### src/rtl/pmips_muldiv.sv
// ============================================================================
// pmips_muldiv
// ----------------------------------------------------------------------------
// Multi-cycle unsigned multiply/divide unit for the pMIPS datapath. Operands
// come from the register file (Rdata1 -> A, Rdata2 -> B). Results land in the
// HI/LO registers, which feed the writeback mux. One shift-add (MULTU) or
// restoring-subtract (DIVU) step is performed per clock, n steps per operation.
//
// Optional feature macro: PMIPS_MULDIV_DIV_EN
//   defined   : op selects MULTU (0) or DIVU (1); the divide datapath is built.
//   undefined : the divide logic is removed, op is ignored, every op is MULTU.
//
// Parameters
//   n      operand width; also the HI/LO width and the iteration count
//
// Ports
//   clk    in   system clock, all state changes on the rising edge
//   rst_n  in   asynchronous active-low reset
//   start  in   request a new operation; sampled only while busy==0
//   op     in   0 = MULTU, 1 = DIVU
//   A      in   multiplicand / dividend
//   B      in   multiplier / divisor
//   busy   out  high while an operation is in progress (exactly n cycles)
//   done   out  one-cycle pulse: hi/lo have just been updated
//   hi     out  MULTU: product[2n-1:n]; DIVU: remainder
//   lo     out  MULTU: product[n-1:0];  DIVU: quotient
// ============================================================================
module pmips_muldiv #(
    parameter int n = 8
) (
    input  logic         clk,
    input  logic         rst_n,
    input  logic         start,
    input  logic         op,
    input  logic [n-1:0] A,
    input  logic [n-1:0] B,
    output logic         busy,
    output logic         done,
    output logic [n-1:0] hi,
    output logic [n-1:0] lo
);

    localparam int CW = (n > 1) ? $clog2(n) : 1;

    typedef enum logic {
        IDLE,
        RUN
    } state_t;

    state_t         state;
    logic [CW-1:0]  count;

    // acc_hi:acc_lo is the shared working register.
    //   MULTU: acc_hi = partial product, acc_lo = multiplier shifting out
    //          while product bits shift in from the top.
    //   DIVU:  acc_hi = partial remainder, acc_lo = dividend shifting out
    //          while quotient bits shift in from the bottom.
    // operand holds the multiplicand or the divisor for the whole operation.
    logic [n-1:0]   acc_hi;
    logic [n-1:0]   acc_lo;
    logic [n-1:0]   operand;

    logic [n-1:0]   next_hi;
    logic [n-1:0]   next_lo;
    logic [n:0]     mul_sum;

`ifdef PMIPS_MULDIV_DIV_EN
    logic           is_div;
    logic [n:0]     div_shift;
    logic [n:0]     div_diff;
`else
    logic           unused_op;
    assign unused_op = op;
`endif

    // Next value of the working register for one iteration step.
    always_comb begin
        // Shift-add: add the multiplicand when the current multiplier bit is
        // set, then shift the (n+1)-bit sum and the multiplier right together.
        mul_sum = {1'b0, acc_hi} + (acc_lo[0] ? {1'b0, operand} : '0);
        next_hi = mul_sum[n:1];
        next_lo = {mul_sum[0], acc_lo[n-1:1]};

`ifdef PMIPS_MULDIV_DIV_EN
        // Restoring divide: bring the next dividend bit into the remainder
        // and trial-subtract the divisor. Because remainder < divisor, a
        // non-negative difference always fits in n bits, so bit n of the
        // difference is a clean borrow flag. A zero divisor never borrows,
        // which naturally gives quotient all-ones and remainder = A.
        div_shift = {acc_hi, acc_lo[n-1]};
        div_diff  = div_shift - {1'b0, operand};
        if (is_div) begin
            if (!div_diff[n]) begin
                next_hi = div_diff[n-1:0];
                next_lo = {acc_lo[n-2:0], 1'b1};
            end else begin
                next_hi = div_shift[n-1:0];
                next_lo = {acc_lo[n-2:0], 1'b0};
            end
        end
`endif
    end

    // Control FSM and datapath registers. hi/lo are written only on the
    // final step, so an aborted operation never exposes a partial result.
    always_ff @(posedge clk or negedge rst_n) begin
        if (!rst_n) begin
            state   <= IDLE;
            count   <= '0;
            acc_hi  <= '0;
            acc_lo  <= '0;
            operand <= '0;
            busy    <= 1'b0;
            done    <= 1'b0;
            hi      <= '0;
            lo      <= '0;
`ifdef PMIPS_MULDIV_DIV_EN
            is_div  <= 1'b0;
`endif
        end else begin
            done <= 1'b0;
            case (state)
                IDLE: begin
                    if (start) begin
                        count  <= CW'(n - 1);
                        busy   <= 1'b1;
                        acc_hi <= '0;
                        state  <= RUN;
`ifdef PMIPS_MULDIV_DIV_EN
                        is_div <= op;
                        if (op) begin
                            acc_lo  <= A;
                            operand <= B;
                        end else begin
                            acc_lo  <= B;
                            operand <= A;
                        end
`else
                        acc_lo  <= B;
                        operand <= A;
`endif
                    end
                end

                RUN: begin
                    acc_hi <= next_hi;
                    acc_lo <= next_lo;
                    if (count == '0) begin
                        hi    <= next_hi;
                        lo    <= next_lo;
                        busy  <= 1'b0;
                        done  <= 1'b1;
                        state <= IDLE;
                    end else begin
                        count <= count - 1'b1;
                    end
                end

                default: begin
                    state <= IDLE;
                    busy  <= 1'b0;
                end
            endcase
        end
    end

endmodule

### config.mk
export PLATFORM = sky130hd
export DESIGN_NAME = pmips_muldiv
export DESIGN_NICKNAME = d
export VERILOG_FILES = /design/src/rtl/pmips_muldiv.sv
export SDC_FILE = /design/constraint.sdc
export NUM_CORES = 1
export LEC_CHECK = 0
export CAP_MARGIN = 10
export CORE_MARGIN = 2
export CORE_UTILIZATION = 50
export CTS_BUF_LIST = sky130_fd_sc_hd__clkbuf_8 sky130_fd_sc_hd__clkbuf_16
export CTS_CLUSTER_SIZE = 8
export DETAILED_ROUTE_END_ITERATION = 8
export DONT_BUFFER_PORTS = 1
export GPL_TIMING_DRIVEN = 0
export PLACE_DENSITY = 0.68
export SLEW_MARGIN = 0
export SYNTH_ARGS = -nofsm -noshare
export SYNTH_HDL_FRONTEND = slang
export SYNTH_SLANG_ARGS = --single-unit
### constraint.sdc
create_clock -name clk -period 1.8 [get_ports clk]
set_input_delay 0.45 -clock clk [delete_from_list [all_inputs] [get_ports clk]]
set_output_delay 0.45 -clock clk [all_outputs]
set_load 0.02 [all_outputs]
; ---- Yosys cells after proc, flatten, opt, wreduce, memory -nomap -nowiden
; Index checks and enable logic that the tools add are counted.
[op_classes]
mul = 0
eq_ne = 3
reduce_logical = 5
muxes = 16
order_cmp = 0
add_sub_neg = 2
shift = 0
div_mod_pow = 0
bitwise_logic = 1
[op_table]
columns = op, n
row1 = $pmux 8 s2, 2
row2 = $mux 8, 3
row3 = $add 8x8->9, 1
row4 = $reduce_and 2->1, 4
row5 = $mux 1, 6
row6 = $mux 3, 2
row7 = $pmux 3 s2, 1
row8 = $ne 2x2->1 const B, 2
row9 = $pmux 1 s2, 2
row10 = $logic_not 3->1, 1
row11 = $sub 3x1->3 const B, 1
row12 = $ne 2x1->1 const B, 1
row13 = $not 1->1, 1
[word_totals]
output_inout_bits = 18
latchBits = 0
mem_bits_ro = 0
word_cells = 36
ram_bits = 0
ff_bits = 46
mem_count = 0

; ---- Longest topological paths before layout
; Gate-level depths: netlist of the first run.
[logic_depth]
depth_word = 3
mapped_depth = 8

; ---- Least setup slack after synthesis of the first run
; OpenSTA, ideal clock, no wires.
[synth_path]
path_type = register -> register
from = register acc_lo[0]
to = register acc_hi[5]
path_slack_ns = -0.184
n_path_buf = 0
setup_time_ns = 0.129
path_stages_with_launch = 9
arrival_time_ns = 1.855
t_required_ns = 1.671
path_cell_list = dfrtp_1 > and2_1 > ha_1 > fa_1 > a21oi_1 > o211ai_1 > a21oi_1 > xor2_1 > o21ai_0
[synth_between]
elab_chain_cells = 3
[synth_lines]
columns = element, line_no
row1 = from (decl), 60  ; logic [n-1:0] acc_lo;
row2 = from (signal assigned), 147  ; acc_lo <= next_lo;
row3 = $mux 8, 80  ; mul_sum = {1'b0, acc_hi} + (acc_lo[0] ? {1'b0, operand} : '0);
row4 = $add 8x8->9, 80
row5 = $pmux 8 s2, 122  ; case (state)
row6 = to (signal assigned), 146  ; acc_hi <= next_hi;
row7 = to (decl), 59  ; logic [n-1:0] acc_hi;
; Every way passes these cells.
; A chain may end at the register's enable or synchronous reset.

; ---- Worst setup path after layout of the first run
; Same ends and word-level chain as after synthesis.

==> results.rst, run 1 <==
.. list-table::
   :header-rows: 1

   * - Metric
     - Value
   * - Outcome
     - complete, but fails checks
   * - Failing checks
     - negative setup slack
   * - Number of fillers in the final layout
     - about 320
   * - Final period utilization
     - 1.16
   * - Number of diodes
     - 0
   * - Via-to-Cell Ratio
     - 5.58
   * - Crit. End Element
     - flip-flop
   * - Cell count after synthesis
     - 192
   * - Die width
     - 69.9 µm
   * - Number of core rows
     - 23
   * - Placement-stage worst setup slack
     - -388 ps
   * - Portion of the post-synthesis area used by sequential elements
     - 0.530
   * - Maximum clock frequency
     - 480 MHz
   * - GRT Residual Overflow
     - 0
   * - Largest buffer count on any clock path
     - 2
   * - Syn Area/Cell
     - 11.3 µm²
   * - Vias
     - 1,435
   * - Max-cap violations
     - 0
   * - Clk_skew
     - 7.72 ps
   * - CTS tree
     - built
   * - Flip-flop and latch count after synthesis
     - 46
   * - Count of final hold-check violations
     - 0
   * - Worst Tran Pin Value
     - 655 ps
   * - Via count of the first global-routing pass
     - 1,523
   * - Category of the critical setup timing path
     - reg -> reg
   * - Die height
     - 69.9 µm
   * - Average wire length per cell after detail routing
     - between 15 and 20 µm
   * - Routed WL
     - approximately 4.4 mm
   * - Placeable core region
     - 4090 µm²
   * - Number of optimization iterations in the first detailed-route pass
     - 4
   * - Total track usage
     - 0.191
   * - Count of flip-flops with a built-in enable after synthesis
     - 0
   * - Arrival time at the worst endpoint
     - 2250 ps
   * - Number of antenna violations at the first check in global routing
     - 0
   * - Power per Cell Area
     - around 1900 nW/µm²
   * - Max Fanout on Critical Path
     - 4
   * - CP required
     - 1970 ps
   * - Clock transition at the registers of the reported paths
     - 80 ps
   * - Pleak
     - 1.17 nW
   * - Final setup fails
     - 10
   * - Power Total
     - 5.01 mW
   * - Cell area after synthesis
     - 2170 µm²
   * - DP Wirelength
     - around 3.0 mm
   * - Fin. max-slew vios
     - 0
   * - Inserted Clock Buffers
     - 5
   * - Net count of the mapped netlist
     - 223
   * - Dominant synthesized flop cell
     - sky130_fd_sc_hd__dfrtp_1
   * - Count of antenna-violating nets left after detailed routing
     - 0
   * - Clock Root Buffer
     - sky130_fd_sc_hd__clkbuf_8
   * - Count of routing violations after the opening detailed-route iteration
     - 98
   * - Initial core utilization
     - 0.532
   * - Wire length of the first global-routing pass
     - 7.23 mm
   * - Worst relative slew slack
     - 0.562
   * - Unique masters post-synth
     - 31
   * - Path class of the lowest-slack min-delay path
     - in -> reg
   * - H-tree lvl count
     - 2
   * - Number of synthesis warnings
     - 0
   * - Relative area change from synthesis to final layout
     - 18.8%
   * - Clock latency reported for the late side of the worst-skew pair
     - around 300 ps
   * - Total Die Area
     - 4890 µm²
   * - Last weighted congestion value of the routability-driven placer
     - between 0.7 and 0.8
   * - Max VDD drop
     - 0.00106 V
   * - Count of unresolved DRC violations after routing
     - 0
   * - # clock sinks
     - 46
   * - Layout cell share with drive strength beyond 1
     - 0.280
   * - Nets
     - about 240
   * - Slack of the critical path
     - -284 ps
   * - Async S/R FF share, synth
     - 1.00
   * - Maximum number of pins on one net before global-route repair
     - 47
   * - Critical path startpoint category
     - flip-flop
   * - # port buffers
     - 0
   * - Boundary Pins
     - 38
   * - RSZ-0062 raised after global routing
     - yes
   * - Final critical delay including setup and external delays
     - 2080 ps
## path summary, 6_finish.rpt
| check | start | end | slack (ps) | cells after the start |
|---|---|---|---|---|
| max | acc_lo[0] | acc_hi[5] | -280 | 8 |
| min | A[1] | operand[1] | 300 | 1 |
| max reg2reg | acc_lo[0] | acc_hi[5] | -280 | 8 |
| min reg2reg | count[0] | count[0] | 480 | 1 |
| max in group asynchronous | rst_n | acc_lo[0] | 910 | 2 |
| min in group asynchronous | rst_n | hi[2] | 660 | 2 |
## critical path, stage by stage, from the launching register on
cell                       delay (ps)
sky130_fd_sc_hd__dfrtp_2          440
sky130_fd_sc_hd__and2_4           150
sky130_fd_sc_hd__ha_4             150
sky130_fd_sc_hd__fa_2             350
sky130_fd_sc_hd__a21oi_2          180
sky130_fd_sc_hd__o211ai_1         170
sky130_fd_sc_hd__a21oi_1          180
sky130_fd_sc_hd__xor2_1           230
sky130_fd_sc_hd__o21ai_1          110
## layer usage
layer  GRT usage  vias to the layer above  share of wire
li1            -                      682              -
met1       0.246                      712           0.45
met2       0.306                       33           0.49
met3      0.0491                        8          0.039
met4      0.0791                        0          0.017
met5           0                        -              0
## flip-flops by register name, indices dropped and copies added (netlist names)
signal / flops
acc_hi: 8
acc_lo: 8
hi: 8
lo: 8
operand: 8
count: 3
busy: 1
done: 1
state: 1
## synthesized netlist by cell type (5+ instances only)
library cell	n	share of area
sky130_fd_sc_hd__a21oi_1	9	0.021
sky130_fd_sc_hd__and2_1	8	0.023
sky130_fd_sc_hd__dfrtp_1	46	0.53
sky130_fd_sc_hd__ha_1	10	0.058
sky130_fd_sc_hd__inv_1	8	0.014
sky130_fd_sc_hd__mux2_2	11	0.057
sky130_fd_sc_hd__mux2_4	6	0.041
sky130_fd_sc_hd__mux2i_1	8	0.037
sky130_fd_sc_hd__nand2_1	25	0.043
sky130_fd_sc_hd__nor2_1	10	0.017
sky130_fd_sc_hd__o21ai_0	25	0.058
sky130_fd_sc_hd__xor2_1	5	0.020
## report_power, final
| group | total [mW] | leakage, nW | internal (mW) | switching (mW) |
|---|---|---|---|---|
| Sequential | 2.11 | 0.568 | 1.52 | 0.581 |
| Combinational | 2.00 | 0.537 | 1.02 | 0.978 |
| Clock | 0.906 | 0.0683 | 0.556 | 0.350 |
| Total | 5.01 | 1.17 | 3.10 | 1.91 |
## repair_timing
item | in CTS | in global routing
endpoints found under the hold margin | 46 | 0
resized for setup | 20 | 6
gates cloned | 0 | 0
pin swaps | 12 | 11
setup buffers | 4 | 1
hold buffers | 2 | 0
endpoints found under the setup margin | 10 | 10
## cells by family (layout without fill, tap and decap cells)
family                     after synthesis  in the layout  share of synthesized area
adders and majority gates               11             11                     0.0668
AOI/OAI and AO/OA                       43             43                      0.113
DFF                                     46             46                      0.530
and+or+nand+nor                         48             48                      0.101
muxes                                   25             25                      0.135
xor gates and xnor gates                 6              6                     0.0242
buffers and inverters                   13             28                     0.0288
## metrics by stage
stage | hold WS [ps] | cells | utilization | TNS, ps | instance area, µm²
detailed placement | 156 | 242 | 0.549 | -2380 | 2240
finish | 299 | 257 | 0.631 | -1590 | 2580
CTS | 293 | 256 | 0.628 | -1330 | 2560
global route | 287 | 257 | 0.631 | -2430 | 2580
global placement | 156 | 242 | 0.549 | -1760 | 2240
floorplan | 154 | 192 | - | -134 | 2180
## cell usage in the layout, fill, tap and decap left out, types with 2 or more instances in the layout
cell type / Yosys / layout
sky130_fd_sc_hd__ha_1: 10 / 3
sky130_fd_sc_hd__bufinv_16: 0 / 2
sky130_fd_sc_hd__buf_4: 1 / 5
sky130_fd_sc_hd__nand2_1: 25 / 25
sky130_fd_sc_hd__o211ai_1: 2 / 2
sky130_fd_sc_hd__mux2_2: 11 / 11
sky130_fd_sc_hd__nor2_1: 10 / 10
sky130_fd_sc_hd__a21oi_1: 9 / 5
sky130_fd_sc_hd__xor2_1: 5 / 4
sky130_fd_sc_hd__clkbuf_8: 0 / 5
sky130_fd_sc_hd__mux2i_1: 8 / 8
sky130_fd_sc_hd__dfrtp_1: 46 / 45
sky130_fd_sc_hd__inv_1: 8 / 7
sky130_fd_sc_hd__o21ai_0: 25 / 17
sky130_fd_sc_hd__and2_4: 0 / 2
sky130_fd_sc_hd__a21oi_2: 0 / 4
sky130_fd_sc_hd__buf_6: 1 / 2
sky130_fd_sc_hd__o21ai_1: 0 / 7
sky130_fd_sc_hd__mux2_4: 6 / 6
sky130_fd_sc_hd__and2_1: 8 / 6
sky130_fd_sc_hd__ha_4: 0 / 7
sky130_fd_sc_hd__buf_2: 2 / 2
## area by class of cell
cell class                 instances  area (µm²)  share of cell area
inverter                           8        30.0              0.0116
clock inverter                     3        68.8              0.0267
clock buffer                       5        68.8              0.0267
sequential                        46        1150               0.447
tap                               50        62.6              0.0242
multi-input combinational        133        1090               0.421
timing repair buffer               7        78.8              0.0306
buffer                             5        32.5              0.0126
No activity file was read; power rests on OpenSTA's default activity.
==> run 2: changes to the inputs <==
Settings changed: CTS_BUF_LIST sky130_fd_sc_hd__clkbuf_8 sky130_fd_sc_hd__clkbuf_16 to default.
==> results of run 2 <==
No change in the layout: final DEF, timing and power equal those of run 1.
==> run 3: changes to the inputs <==
Settings changed: CTS_CLUSTER_DIAMETER from default to 80, HOLD_SLACK_MARGIN from default to 0.08.
==> results of run 3 <==
No change in the layout: final DEF, timing and power equal those of run 1.
